`config.mk`:
```
export PLATFORM = sky130hd
export DESIGN_NAME = x2050chrsp
export DESIGN_NICKNAME = d
export VERILOG_FILES = /design/src/rtl/x2050_chan_pkg.sv /design/src/rtl/x2050chrsp_rtq.sv /design/src/rtl/x2050chrsp.sv
export SDC_FILE = /design/constraint.sdc
export NUM_CORES = 1
export LEC_CHECK = 0
export ABC_AREA = 1
export BUFFER_PORTS_ARGS = -buffer_cell sky130_fd_sc_hd__buf_2
export CAP_MARGIN = 20
export CORE_MARGIN = 1
export CORE_UTILIZATION = 50
export CTS_CLUSTER_DIAMETER = 200
export DETAILED_ROUTE_END_ITERATION = 7
export PLACE_DENSITY = 0.7
export SLEW_MARGIN = 15
export SYNTH_ARGS = -nofsm -noshare
export SYNTH_HDL_FRONTEND = slang
export SYNTH_SLANG_ARGS = --single-unit
```
`constraint.sdc`:
```
create_clock -name i_clk -period 4.35 [get_ports i_clk]
set_input_delay 1.0875 -clock i_clk [delete_from_list [all_inputs] [get_ports i_clk]]
set_output_delay 1.0875 -clock i_clk [all_outputs]
set_load 0.005 [all_outputs]
```
`src/rtl/x2050_chan_pkg.sv`:
```
// Shared definitions for the 2050 channel command responder.
// Covers condition codes, routine request codes and the responder state encoding.
package x2050_chan_pkg;

    localparam logic [1:0] CC_OK     = 2'd0;
    localparam logic [1:0] CC_STATUS = 2'd1;
    localparam logic [1:0] CC_BUSY   = 2'd2;
    localparam logic [1:0] CC_NOTOP  = 2'd3;

    localparam logic [3:0] RT_NONE        = 4'd0;
    localparam logic [3:0] RT_END_CODE    = 4'd2;
    localparam logic [3:0] RT_TIMEOUT_CODE = 4'd3;

    typedef enum logic [1:0] {
        ST_IDLE  = 2'd0,
        ST_BUSY  = 2'd1,
        ST_REPLY = 2'd2
    } chan_state_e;

    // A well-formed command has exactly one command bit set.
    function automatic logic is_one_hot(input logic [4:0] v);
        return (v != 5'd0) && ((v & (v - 5'd1)) == 5'd0);
    endfunction

endpackage

```
`src/rtl/x2050chrsp_rtq.sv`:
```
// Two-deep routine request queue toward the CPU ROS.
// The head entry is presented until the ROS advance accepts it.
module x2050rtq
    import x2050_chan_pkg::*;
(
    input  logic       i_clk,
    input  logic       i_reset_n,
    input  logic       i_post,
    input  logic [3:0] i_code,
    input  logic       i_ros_advance,
    output logic [3:0] o_routine_requesting,
    output logic       o_routine_recd
);

    logic [3:0] head_q, head_d;
    logic [3:0] tail_q, tail_d;
    logic [1:0] cnt_q, cnt_d;

    always_comb begin
        head_d = head_q;
        tail_d = tail_q;
        cnt_d  = cnt_q;
        // Acceptance frees a slot before a same-cycle post is placed.
        if (i_ros_advance && (cnt_q != 2'd0)) begin
            head_d = tail_q;
            tail_d = RT_NONE;
            cnt_d  = cnt_q - 2'd1;
        end
        if (i_post) begin
            if (cnt_d == 2'd0) begin
                head_d = i_code;
                cnt_d  = 2'd1;
            end else if (cnt_d == 2'd1) begin
                tail_d = i_code;
                cnt_d  = 2'd2;
            end
        end
    end

    always_ff @(posedge i_clk or negedge i_reset_n) begin
        if (!i_reset_n) begin
            head_q <= RT_NONE;
            tail_q <= RT_NONE;
            cnt_q  <= 2'd0;
        end else begin
            head_q <= head_d;
            tail_q <= tail_d;
            cnt_q  <= cnt_d;
        end
    end

    assign o_routine_requesting = head_q;
    assign o_routine_recd       = (cnt_q != 2'd0);

endmodule

```
`src/rtl/x2050chrsp.sv`:
```
// Channel-side command responder: answers I/O commands with a condition code,
// tracks one subchannel busy/interrupt state and posts routine requests.
module x2050chrsp
    import x2050_chan_pkg::*;
#(
    parameter logic [2:0]  CH_ID          = 3'd0,
    parameter logic [15:0] TIMEOUT_CYCLES = 16'd255,
    parameter logic [3:0]  RT_END         = 4'd2,
    parameter logic [3:0]  RT_TIMEOUT     = 4'd3
) (
    input  logic       i_clk,
    input  logic       i_reset_n,
    input  logic       i_cmd_strobe,
    input  logic [2:0] i_ch_select,
    input  logic       i_start_io,
    input  logic       i_halt_io,
    input  logic       i_test_io,
    input  logic       i_test_channel,
    input  logic       i_int_test_io,
    input  logic       i_ros_advance,
    input  logic       i_dev_done,
    output logic       o_reply_latch_pulse,
    output logic [1:0] o_cc,
    output logic [3:0] o_routine_requesting,
    output logic       o_routine_recd,
    output logic       o_busy,
    output logic       o_int_pending,
    output logic       o_timeout_check
);

    chan_state_e state_q, state_d;
    logic        busy_q, busy_d;
    logic        ip_q, ip_d;
    logic [15:0] cnt_q, cnt_d;
    logic [1:0]  cc_q, cc_d;
    logic        timeout_q, timeout_d;

    logic        cmd_sel;
    logic [4:0]  cmd_vec;
    logic        done_ev;
    logic        to_ev;
    logic        start_ok;
    logic        post;
    logic [3:0]  post_code;

    assign cmd_vec = {i_start_io, i_halt_io, i_test_io, i_test_channel, i_int_test_io};
    assign cmd_sel = i_cmd_strobe && (i_ch_select == CH_ID);

    always_comb begin
        busy_d    = busy_q;
        ip_d      = ip_q;
        cc_d      = CC_OK;
        start_ok  = 1'b0;
        post      = 1'b0;
        post_code = RT_END;

        done_ev = i_dev_done && busy_q;
        to_ev   = busy_q && (cnt_q == (TIMEOUT_CYCLES - 16'd1)) && !done_ev;

        // Completion is applied first; any command sees the post-completion state.
        if (done_ev) begin
            busy_d    = 1'b0;
            ip_d      = 1'b1;
            post      = 1'b1;
            post_code = RT_END;
        end else if (to_ev) begin
            busy_d    = 1'b0;
            ip_d      = 1'b1;
            post      = 1'b1;
            post_code = RT_TIMEOUT;
        end
        timeout_d = to_ev;

        if (cmd_sel) begin
            if (!is_one_hot(cmd_vec)) begin
                cc_d = CC_NOTOP;
            end else if (i_start_io) begin
                if (busy_d) begin
                    cc_d = CC_BUSY;
                end else if (ip_d) begin
                    cc_d = CC_STATUS;
                end else begin
                    cc_d     = CC_OK;
                    busy_d   = 1'b1;
                    start_ok = 1'b1;
                end
            end else if (i_halt_io) begin
                // A halt racing a completion still reports the operation as ended.
                if (busy_q) begin
                    busy_d = 1'b0;
                    ip_d   = 1'b1;
                    cc_d   = CC_STATUS;
                end
            end else if (i_test_io || i_test_channel) begin
                if (ip_d) begin
                    cc_d = CC_STATUS;
                    if (i_test_io) begin
                        ip_d = 1'b0;
                    end
                end else if (busy_d) begin
                    cc_d = CC_BUSY;
                end
            end else begin
                if (ip_d) begin
                    cc_d = CC_STATUS;
                    ip_d = 1'b0;
                end
            end
        end

        if (start_ok) begin
            cnt_d = 16'd0;
        end else if (busy_d) begin
            cnt_d = cnt_q + 16'd1;
        end else begin
            cnt_d = 16'd0;
        end

        if (cmd_sel) begin
            state_d = ST_REPLY;
        end else if (busy_d) begin
            state_d = ST_BUSY;
        end else begin
            state_d = ST_IDLE;
        end
    end

    always_ff @(posedge i_clk or negedge i_reset_n) begin
        if (!i_reset_n) begin
            state_q   <= ST_IDLE;
            busy_q    <= 1'b0;
            ip_q      <= 1'b0;
            cnt_q     <= 16'd0;
            cc_q      <= CC_OK;
            timeout_q <= 1'b0;
        end else begin
            state_q   <= state_d;
            busy_q    <= busy_d;
            ip_q      <= ip_d;
            cnt_q     <= cnt_d;
            cc_q      <= cc_d;
            timeout_q <= timeout_d;
        end
    end

    x2050rtq u_rtq (
        .i_clk               (i_clk),
        .i_reset_n           (i_reset_n),
        .i_post              (post),
        .i_code              (post_code),
        .i_ros_advance       (i_ros_advance),
        .o_routine_requesting(o_routine_requesting),
        .o_routine_recd      (o_routine_recd)
    );

    assign o_reply_latch_pulse = (state_q == ST_REPLY);
    assign o_cc                = cc_q;
    assign o_busy              = busy_q;
    assign o_int_pending       = ip_q;
    assign o_timeout_check     = timeout_q;

endmodule

```
### Word-level counts from Yosys, hierarchy flattened

Index checks and enable logic that the tools add are counted.
Widths: inputs -> output; s select.

| cells by class | value |
|---|---|
| reductions and logical operators | 13 |
| bitwise operators | 1 |
| $add $sub $neg | 3 |
| muxes and demuxes | 52 |
| equality and inequality tests | 3 |

Operators with widths:

| operator | number |
|---|---|
| $mux 16 | 2 |
| $mux 1 | 30 |
| $mux 4 | 7 |
| $mux 2 | 13 |
| $add 16x1->16 const B | 1 |
| $eq 16x8->1 const B | 1 |
| $logic_and 1x1->1 | 6 |
| $and 5x5->5 | 1 |
| $logic_not 5->1 | 1 |
| $reduce_bool 5->1 | 1 |
| $sub 5x1->5 const B | 1 |
| $logic_not 3->1 | 1 |
| $eq 2x1->1 const B | 1 |
| $eq 2x2->1 const B | 1 |
| $logic_not 2->1 | 1 |
| $reduce_bool 2->1 | 1 |
| $sub 2x1->2 const B | 1 |
| $logic_not 1->1 | 1 |
| $logic_or 1x1->1 | 1 |

| word-level totals | value |
|---|---|
| logic and storage cells | 81 |
| input port bits | 13 |
| register bits after elaboration | 33 |
| output and inout port bits | 11 |

### Depth between registers and ports, before layout

Gate-level depths: netlist of run 1.

| logic depth | value |
|---|---|
| depth after elaboration | 12 |
| gate-level depth with buffers | 13 |
| gate-level depth less buffers | 12 |

### Modules after synthesis

A second synthesis of run 1 with hierarchy kept.

| unflattened totals | value |
|---|---|
| cells, all modules | 271 |
| area, all modules | 2069.5 um2 |

Modules (own cells, without submodules):

| module | times used | seq. area each (um2) | cells each | area each (um2) |
|---|---|---|---|---|
| x2050chrsp | 1 | 575.6 | 204 | 1521.5 |
| x2050rtq | 1 | 250.2 | 67 | 548.0 |

### Worst setup path after synthesis of run 1

Ideal clock, no wire load.

| timing path | value |
|---|---|
| kind | input -> register |
| start | input port i_ros_advance |
| end | register u_rtq.tail_q[0] |
| library setup time | 118 ps |
| data arrival time | 2279 ps |
| path slack | 1953 ps |
| cell stages on the path | 10 |
| required time | 4232 ps |
| path buffers | 1 |
| cell sequence | nand2_1 clkbuf_1 nor2_1 a21oi_1 ha_1 inv_1 nand3_1 clkinv_1 nand2_1 nand2_1 |

| between the ends | value |
|---|---|
| word-level cells in the longest chain between the ends | 6 |
| elaborated cells on any way between the ends | 8 |
| classes of those cells | 1 x eq/ne; 5 x mux; 2 x reduce/logical |

RTL lines:

| element | line | RTL |
|---|---|---|
| start: declaration | x2050chrsp.sv:20 | `input logic i_ros_advance,` |
| $logic_and 1x1->1 * | x2050chrsp_rtq.sv:24 | `if (i_ros_advance && (cnt_q != 2'd0)) begin` |
| $mux 2 | x2050chrsp_rtq.sv:24 |  |
| $eq 2x1->1 | x2050chrsp_rtq.sv:33 | `end else if (cnt_d == 2'd1) begin` |
| $mux 4 | x2050chrsp_rtq.sv:33 |  |
| $mux 4 | x2050chrsp_rtq.sv:30 | `if (cnt_d == 2'd0) begin` |
| $mux 4 * | x2050chrsp_rtq.sv:29 | `if (i_post) begin` |
| via u_rtq.tail_d[0] | x2050chrsp_rtq.sv:16 | `logic [3:0] tail_q, tail_d;` |
| end signal: assignment | x2050chrsp_rtq.sv:47 | `tail_q <= tail_d;` |
| end: declaration | x2050chrsp_rtq.sv:16 |  |

Mark *: on every way through the listed nets, which the timed path passes. The rest lies on a longest branch.

### Worst setup path in the final report of run 1

Ends and elaborated chain as after synthesis.

==> flow_summary.json, run 1 <==
{
  "rows": 22,
  "cp.arrival_ps": 2490,
  "path_max_fanout": 11,
  "grt_max_degree": 34,
  "grt_pass1_vias": 1466,
  "numPortBuffers": 23,
  "finalCritPeriodShare_pct": 53.2,
  "cp_cell_sequence": "buf_2 -> nand2_1 -> nor2_1 -> a21oi_1 -> ha_1 -> inv_1 -> nand3_1 -> clkinv_1 -> nand2_1 -> nand2_1",
  "wl_per_cell_um": 11.5,
  "drv_cap": 0,
  "synth_cells": 250,
  "finalClockSkew_ps": 5.08,
  "ys_seq_elements": 33,
  "outcome": "completed",
  "critPathCaptureType": "flop",
  "tns_ps": 0,
  "grt_antenna_before_repair": 0,
  "cts_buffers": 5,
  "cts_max_path_buffers": 2,
  "cp_common_cell": "nand2_1",
  "ir_drop_v": 0.000168,
  "final_layout_size_suffix_gt1_share_pct": 24.2,
  "seq_area_frac_synth_pct": 40.9,
  "grt-ovfl-total": 0,
  "synthFlopType": "dfrtp_1",
  "hold_viol_final": 0,
  "max_freq_mhz": 432,
  "dp_hpwl_um": 2720,
  "core-area_um2": 3770,
  "required_ps": 4520,
  "worst-setup-path-type": "primary input to flop",
  "clk_pin_slew_ps": 70,
  "worst_pin_slew_ps": 735,
  "synth_edf_count": 0,
  "drc": 0,
  "hold_start": "u_rtq.o_routine_requesting[1]$_DFF_PN0_",
  "nNetsFinal": 295,
  "ant_nets": 0,
  "cpPeakStageDelay_ps": 290,
  "num_antenna_cells": 0,
  "syn_nets": 269,
  "io_pins": 24,
  "critPathLaunchType": "primary input",
  "synth_area_um2": 2020,
  "slew_violations": 0,
  "rsz0062_at_grt": "false",
  "die_area_um2": 4290,
  "synth_area_per_cell_um2": 8.07,
  "setup_viol_count_final": 0,
  "cp-startpoint": "i_ros_advance",
  "initial_utilization_pct": 53.5,
  "hold_slack_ps": 512,
  "synth_top_area_cell": "dfrtp_1",
  "rr_startpoint": "u_rtq.cnt_q[0]$_DFF_PN0_",
  "hold_path.class": "flop to flop",
  "cts-hold-fix-buffers": 0,
  "groute.usage.overall_pct": 19.8,
  "routabilityCongestion": 0.837,
  "cts_resized": 0,
  "first_pass_iters": 4,
  "ys_types": 32,
  "num_vias": 1626,
  "p_leak_nw": 1.16,
  "cts_tree": "built",
  "die_x_um": 65.5,
  "clk_latency_ps": 280,
  "critPathBufInv": 3,
  "synthArstFlopShare_pct": 100,
  "drt_iter0_drc": 87,
  "cp_slowest_cell": "nand2_1",
  "synth_top_area_share_pct": 40.9,
  "synthMostInstantiatedCell": "nand2_1",
  "ctsHtreeMaxLevel": 2,
  "power-per-cell-area_nw_per_um2": 307,
  "via_per_inst": 5.00,
  "period_needed_ps": 2320,
  "cts-root-buf": "clkbuf_8",
  "syn_to_final_growth_pct": 10.7,
  "fill_cells": 350,
  "cts.sinks": 33,
  "wirelength_um": 3720,
  "cts_setup_buffers": 0,
  "grt_pass1_wl_um": 6480,
  "finalPower_mw": 0.686,
  "synth_area_leaders": "dfrtp_1, nand2_1, nand3_1, inv_1, nor2_1",
  "slew_headroom_pct": 51.0,
  "netlist_top_cells_count": "nand2_1, dfrtp_1, inv_1",
  "dieHeight_um": 65.5,
  "crit_family": "simple AND/OR/NAND/NOR gates",
  "yosysWarningCount": 0
}
[cells in the final DEF (no fill, tap or decap), types with 2 or more instances in the layout]
| cell type | count |
|---|---|
| nor2_4 | 2 |
| ha_1 | 6 |
| dfrtp_1 | 33 |
| nand3_1 | 23 |
| nand3_2 | 5 |
| clkinv_2 | 2 |
| inv_2 | 5 |
| nand2_1 | 52 |
| buf_2 | 23 |
| nand3b_1 | 2 |
| nand4_1 | 4 |
| nor2_1 | 24 |
| clkbuf_8 | 5 |
| nor2_2 | 4 |
| nor3_1 | 8 |
| nand3_4 | 2 |
| nand2_2 | 5 |
| a21oi_2 | 9 |
| a21oi_1 | 15 |
| inv_1 | 30 |
| or2_2 | 2 |
| xor2_1 | 5 |
[layer usage]
metal,global-route usage [%],up-vias,share of wire (%)
li1,-,861,-
met5,0,-,0
met2,33.1,26,49
met1,24.6,733,47
met3,5.21,6,3.1
met4,6.52,0,1.3
[per-stage QoR]
stage          utilization [%]  area (um2)  setup WS [ps]  std cells
2_1_floorplan                -        2020           1950        250
3_5_place_dp              57.1        2150           1740        317
4_1_cts                   59.3        2230           2030        325
5_1_grt                   59.3        2230           1870        325
3_3_place_gp              57.1        2150           1810        317
6_report                  59.3        2230           2030        325
[worst paths after layout]
kind                       cells past startpoint                                      end  slack [ps]
setup / recovery                              10                u_rtq.tail_q[0]$_DFF_PN0_        2030
hold / removal                                 2  u_rtq.o_routine_requesting[1]$_DFF_PN0_         510
setup reg to reg                              11                u_rtq.tail_q[0]$_DFF_PN0_        2270
hold reg to reg                                2  u_rtq.o_routine_requesting[1]$_DFF_PN0_         510
max in group asynchronous                      1                       cnt_q[6]$_DFF_PN0_        3020
min in group asynchronous                      1  u_rtq.o_routine_requesting[2]$_DFF_PN0_         860
[worst min-delay path: cells and delay by family (launching register included)]
| kind | cells | cell delay [ps] |
|---|---|---|
| flip-flops | 1 | 350 |
| AND/OR/NAND/NOR | 2 | 130 |
[registers in the layout (all words and copies together), names as in the netlist]
register,cells
u_rtq.cnt_q,2
o_int_pending,1
cnt_q,16
u_rtq.o_routine_requesting,4
o_cc,2
state_q,2
u_rtq.tail_q,4
o_busy,1
o_timeout_check,1
[power by group]
| group | leakage [nW] | internal (mW) | switching [mW] |
|---|---|---|---|
| clock network | 0.0450 | 0.111 | 0.108 |
| registers | 0.452 | 0.319 | 0.00434 |
| logic | 0.661 | 0.0504 | 0.0930 |
| total | 1.16 | 0.480 | 0.206 |
[kinds of logic after synthesis]
group	after synthesis	synth area share, %
AOI/OAI and AO/OA	29	9.42
xor gates and xnor gates	6	2.60
adders and majority gates	6	3.72
buffers and inverters	40	8.74
DFF	33	40.9
muxes	1	0.496
and+or+nand+nor	135	34.1
[final cells by class]
| type | count | area (um2) | area share (%) |
|---|---|---|---|
| Clock buffer | 6 | 72.6 | 3.25 |
| Clock inverter | 2 | 10.0 | 0.448 |
| Inverter | 36 | 135 | 6.05 |
| Multi-Input combinational cell | 177 | 1020 | 45.5 |
| Sequential cell | 33 | 826 | 37.0 |
| Tap cell | 48 | 60.1 | 2.69 |
| Timing Repair Buffer | 23 | 115 | 5.15 |
Note: power is estimated with default switching activity, not from simulation.
==> run 2: changes to the inputs <==
clock period = 2.2 ns   (was 4.35 ns; I/O delays follow)
==> run 2 against run 1 <==
Effect of this change:
- design area up 1.8%
- combinational power up 100%
- clock-buffer cell count up 1
- sequential power up 98%
- non-clock buffer count up 1
- die area unchanged
- global-route usage up 0.99 points
- critical path depth up 1
- clock skew up 3.4 ps
- critical path type is now flop to flop
- largest power group unchanged
==> flow_summary.json, run 2 (synthesized netlist as in run 1, its figures left out) <==
{
  "outcome": "completed",
  "cts.sinks": 33,
  "finalClockSkew_ps": 8.52,
  "drv_cap": 0,
  "max_freq_mhz": 525,
  "slew_headroom_pct": 51.3,
  "grt_pass1_vias": 1586,
  "dp_cells": 318,
  "die_area_um2": 4290,
  "worst_pin_slew_ps": 731,
  "via_per_inst": 5.07,
  "syn_to_final_growth_pct": 12.8,
  "final_cell_mix": "nand2_1, dfrtp_1, inv_1, nor2_1",
  "core-area_um2": 3770,
  "cp_cell_sequence": "inv_1 -> ha_1 -> inv_1 -> nand2_1 -> a21oi_1 -> ha_1 -> inv_1 -> nand3_1 -> clkinv_1 -> nand2_1 -> nand2_1",
  "largest_reg_flops": 16,
  "grt_pass1_wl_um": 6720,
  "design_area_um2": 2280,
  "cp.arrival_ps": 2090,
  "grt_antenna_before_repair": 0,
  "mostFrequentLayoutCell": "nand2_1",
  "ir_drop_v": 0.000654,
  "hold_viol_final": 0,
  "cts_buffers": 5,
  "routabilityCongestion": 0.851,
  "multi_input_area_um2": 1020,
  "required_ps": 2380,
  "cts_max_path_buffers": 2,
  "cts-root-buf": "clkbuf_8",
  "cts_setup_buffers": 0,
  "drc": 0,
  "rows": 22,
  "p_leak_nw": 1.18,
  "path_max_fanout": 6,
  "numPortBuffers": 23,
  "grt_max_degree": 34,
  "drt_iter0_drc": 99,
  "power-per-cell-area_nw_per_um2": 671,
  "groute.usage.overall_pct": 20.8,
  "clk_pin_slew_ps": 70,
  "cpPeakStageDelay_ps": 320,
  "worst_slack_ps": 295,
  "io_pins": 24,
  "finalCritPeriodShare_pct": 86.6,
  "tns_ps": 0,
  "critPathBufInv": 4,
  "setup_viol_count_final": 0,
  "rsz0062_at_grt": "false",
  "first_pass_iters": 4,
  "crit_family": "adder cells",
  "clk_latency_ps": 290,
  "num_vias": 1653,
  "cts-hold-fix-buffers": 0,
  "grt-ovfl-total": 0,
  "num_antenna_cells": 0,
  "regArea_um2": 826,
  "initial_utilization_pct": 53.5,
  "final_layout_size_suffix_gt1_share_pct": 24.5,
  "die_x_um": 65.5,
  "top_register": "cnt_q",
  "worst-setup-path-type": "flop to flop",
  "wl_per_cell_um": 11.8,
  "cp_slowest_cell": "dfrtp_1",
  "period_needed_ps": 1900,
  "hold_path.class": "primary input to async pin",
  "nNetsFinal": 296,
  "critPathLaunchType": "flop",
  "critPathCaptureType": "flop",
  "cts_tree": "built",
  "layout.cells.non_filler": 326,
  "dieHeight_um": 65.5,
  "ant_nets": 0,
  "ctsHtreeMaxLevel": 2,
  "post-place-ws_ps": 301,
  "dp_hpwl_um": 2730,
  "wirelength_um": 3850,
  "cts_resized": 0,
  "slew_violations": 0,
  "fill_cells": 347,
  "dpl_cell_area_um2": 2160
}
## run 2: area by class of cell
type | instances | area share, %
clock buffers | 7 | 3.79
clock inverters | 1 | 1.32
inverters | 36 | 5.94
multi-input cells | 177 | 44.6
flip-flops and latches | 33 | 36.3
well taps | 48 | 2.64
repair buffers | 24 | 5.39
## run 2: worst paths after layout
check | start | to | slack, ps | cells past startpoint
setup / recovery | u_rtq.cnt_q[0]$_DFF_PN0_ | u_rtq.tail_q[0]$_DFF_PN0_ | 300 | 11
hold / removal | i_reset_n | u_rtq.o_routine_requesting[2]$_DFF_PN0_ | 310 | 1
setup reg to reg | u_rtq.cnt_q[0]$_DFF_PN0_ | u_rtq.tail_q[0]$_DFF_PN0_ | 300 | 11
hold reg to reg | u_rtq.tail_q[1]$_DFF_PN0_ | u_rtq.tail_q[1]$_DFF_PN0_ | 490 | 2
max in group asynchronous | i_reset_n | cnt_q[5]$_DFF_PN0_ | 1410 | 1
min in group i_clk | u_rtq.tail_q[1]$_DFF_PN0_ | u_rtq.tail_q[1]$_DFF_PN0_ | 490 | 2
## run 2: per-stage QoR
stage / utilization [%] / hold WS (ps) / power, mW
detailed placement: 57.3 / 476 / 0.941
floorplan: - / 254 / 0.852
CTS: 60.4 / 332 / 1.54
global placement: 57.3 / 476 / 0.931
global route: 60.4 / 375 / 1.60
finish: 60.4 / 308 / 1.53
## run 2: layer usage
metal / global-route usage [%] / wire [um] / vias up
li1: - / - / 857
met1: 24.3 / 1740 / 757
met2: 36.3 / 1900 / 32
met3: 5.21 / 151 / 7
met4: 7.61 / 55 / 0
met5: 0 / 0 / -
## run 2: where the power goes
group / internal (mW) / switching (mW) / total [mW] / leakage, nW
logic: 0.107 / 0.185 / 0.292 / 0.665
clock network: 0.369 / 0.227 / 0.596 / 0.0585
registers: 0.630 / 0.00846 / 0.639 / 0.452
## run 2: worst reg2reg max path: stages (launching register included)
cell	delay, ps
dfrtp_1	320
inv_1	60
ha_1	190
inv_1	130
nand2_1	140
a21oi_1	320
ha_1	250
inv_1	50
nand3_1	110
clkinv_1	110
nand2_1	70
nand2_1	50
==> run 3: changes to the inputs <==
CORE_MARGIN = 4   (was 1)
==> run 3 against run 2 <==
Effect of this change:
- via count decreased by 0.73%
- register-to-register slack better by 30 ps
- core utilization shrank 0.90 points
- flip-flop and latch count stayed put
- non-clock buffer count unchanged
- design area decreased by 1.5%
- combinational power fell by 2%
- power down 11%
- routed wire length decreased by 1.5%
- highest routed layer unchanged
==> flow_summary.json, run 3 (synthesized netlist as in run 1, its figures left out) <==
{
  "rows": 22,
  "worst_slack_ps": 323,
  "power-per-cell-area_nw_per_um2": 608,
  "wirelength_um": 3790,
  "grt-ovfl-total": 0,
  "cts_max_path_buffers": 2,
  "rr_startpoint": "u_rtq.cnt_q[0]$_DFF_PN0_",
  "rr_endpoint": "u_rtq.tail_q[0]$_DFF_PN0_",
  "drc": 0,
  "grt_pass1_vias": 1562,
  "dieHeight_um": 71.5,
  "ir_drop_v": 0.000398,
  "routabilityCongestion": 0.853,
  "rsz0062_at_grt": "false",
  "dp_hpwl_um": 2800,
  "drt_iter0_drc": 72,
  "grt_max_degree": 34,
  "slew_violations": 0,
  "worst-setup-path-type": "flop to flop",
  "reg2reg_depth": 11,
  "setup_viol_count_final": 0,
  "cp_slowest_cell": "dfrtp_1",
  "required_ps": 2380,
  "cts-hold-fix-buffers": 0,
  "outcome": "completed",
  "post-place-ws_ps": 325,
  "num_antenna_cells": 0,
  "ant_nets": 0,
  "finalCritPeriodShare_pct": 85.3,
  "die_x_um": 71.5,
  "critPathLaunchType": "flop",
  "critPathCaptureType": "flop",
  "io_pins": 24,
  "cts_buffers": 5,
  "clk_latency_ps": 290,
  "largest_reg_flops": 16,
  "via_per_inst": 5.03,
  "cts-root-buf": "clkbuf_8",
  "ctsHtreeMaxLevel": 2,
  "groute.usage.overall_pct": 16.2,
  "mostFrequentLayoutCell": "nand2_1",
  "cp.arrival_ps": 2050,
  "final_cell_mix": "nand2_1, dfrtp_1, inv_1, nor2_1",
  "finalClockSkew_ps": 5.74,
  "hold_path.class": "primary input to async pin",
  "clk_pin_slew_ps": 60,
  "num_vias": 1641,
  "drv_cap": 0,
  "period_needed_ps": 1880,
  "first_pass_iters": 4,
  "numPortBuffers": 23,
  "die_area_um2": 5120,
  "initial_utilization_pct": 53.5,
  "tns_ps": 0,
  "p_leak_nw": 1.16,
  "r2r_setup_slack_ps": 320,
  "final_layout_size_suffix_gt1_share_pct": 24.5,
  "worst_pin_slew_ps": 733,
  "grt_antenna_before_repair": 0,
  "finalPower_mw": 1.36,
  "core-area_um2": 3770,
  "nNetsFinal": 296,
  "path_max_fanout": 6,
  "hold_viol_final": 0,
  "fill_cells": 343,
  "syn_to_final_growth_pct": 11.1,
  "cts_resized": 0,
  "cpPeakStageDelay_ps": 330,
  "multi_input_area_um2": 1020,
  "slew_headroom_pct": 51.2,
  "regArea_um2": 826,
  "max_freq_mhz": 533,
  "top_register": "cnt_q",
  "cts_setup_buffers": 0,
  "grt_pass1_wl_um": 6670,
  "cts_tree": "built",
  "cp_cell_sequence": "inv_1 -> ha_1 -> inv_1 -> nand2_1 -> a21oi_1 -> ha_1 -> inv_1 -> nand3_1 -> clkinv_1 -> nand2_1 -> nand2_1",
  "cts.sinks": 33,
  "wl_per_cell_um": 11.6
}
run 3: where the power goes:
part / switching [mW] / internal, mW / total [mW]
sequential: 0.00832 / 0.630 / 0.639
combinational: 0.181 / 0.105 / 0.286
clock: 0.219 / 0.219 / 0.438
run 3: metrics by stage:
stage / area, um2 / hold WS, ps / instances / util [%]
floorplan: 2020 / 254 / 250 / -
global placement: 2160 / 477 / 318 / 57.3
detailed placement: 2160 / 481 / 318 / 57.3
CTS: 2240 / 347 / 326 / 59.5
global route: 2240 / 381 / 326 / 59.5
finish: 2240 / 323 / 326 / 59.5
run 3: cell type report:
| type | instances | share of cell area [%] |
|---|---|---|
| flip-flops and latches | 33 | 36.8 |
| clock inverters | 2 | 0.446 |
| well taps | 48 | 2.68 |
| inverters | 36 | 6.03 |
| repair buffers | 24 | 5.47 |
| multi-input cells | 177 | 45.3 |
| clock buffers | 6 | 3.24 |
run 3: worst max-delay path by stage:
stage                             startpoint                         to  slack, ps
floorplan           u_rtq.cnt_q[0]$_DFF_PN0_  u_rtq.tail_q[0]$_DFF_PN0_        240
global placement               i_ros_advance  u_rtq.tail_q[0]$_DFF_PN0_        370
detailed placement             i_ros_advance  u_rtq.tail_q[0]$_DFF_PN0_        330
CTS                 u_rtq.cnt_q[0]$_DFF_PN0_  u_rtq.tail_q[0]$_DFF_PN0_        310
global route        u_rtq.cnt_q[0]$_DFF_PN0_  u_rtq.tail_q[0]$_DFF_PN0_         80
finish              u_rtq.cnt_q[0]$_DFF_PN0_  u_rtq.tail_q[0]$_DFF_PN0_        320
run 3: critical path: cells and delay by family (launching register included):
kind	cells	cell delay, ps
compound gates	1	300
simple gates	4	360
buf+inv	4	350
fa+ha+maj	2	440
flops	1	330
run 3: metal layers:
metal,wire [um],GRT usage [%],up-vias
li1,-,-,858
met3,176,4.07,6
met2,1810,26.8,34
met4,34,7.72,0
met5,0,0,-
met1,1770,19.6,743
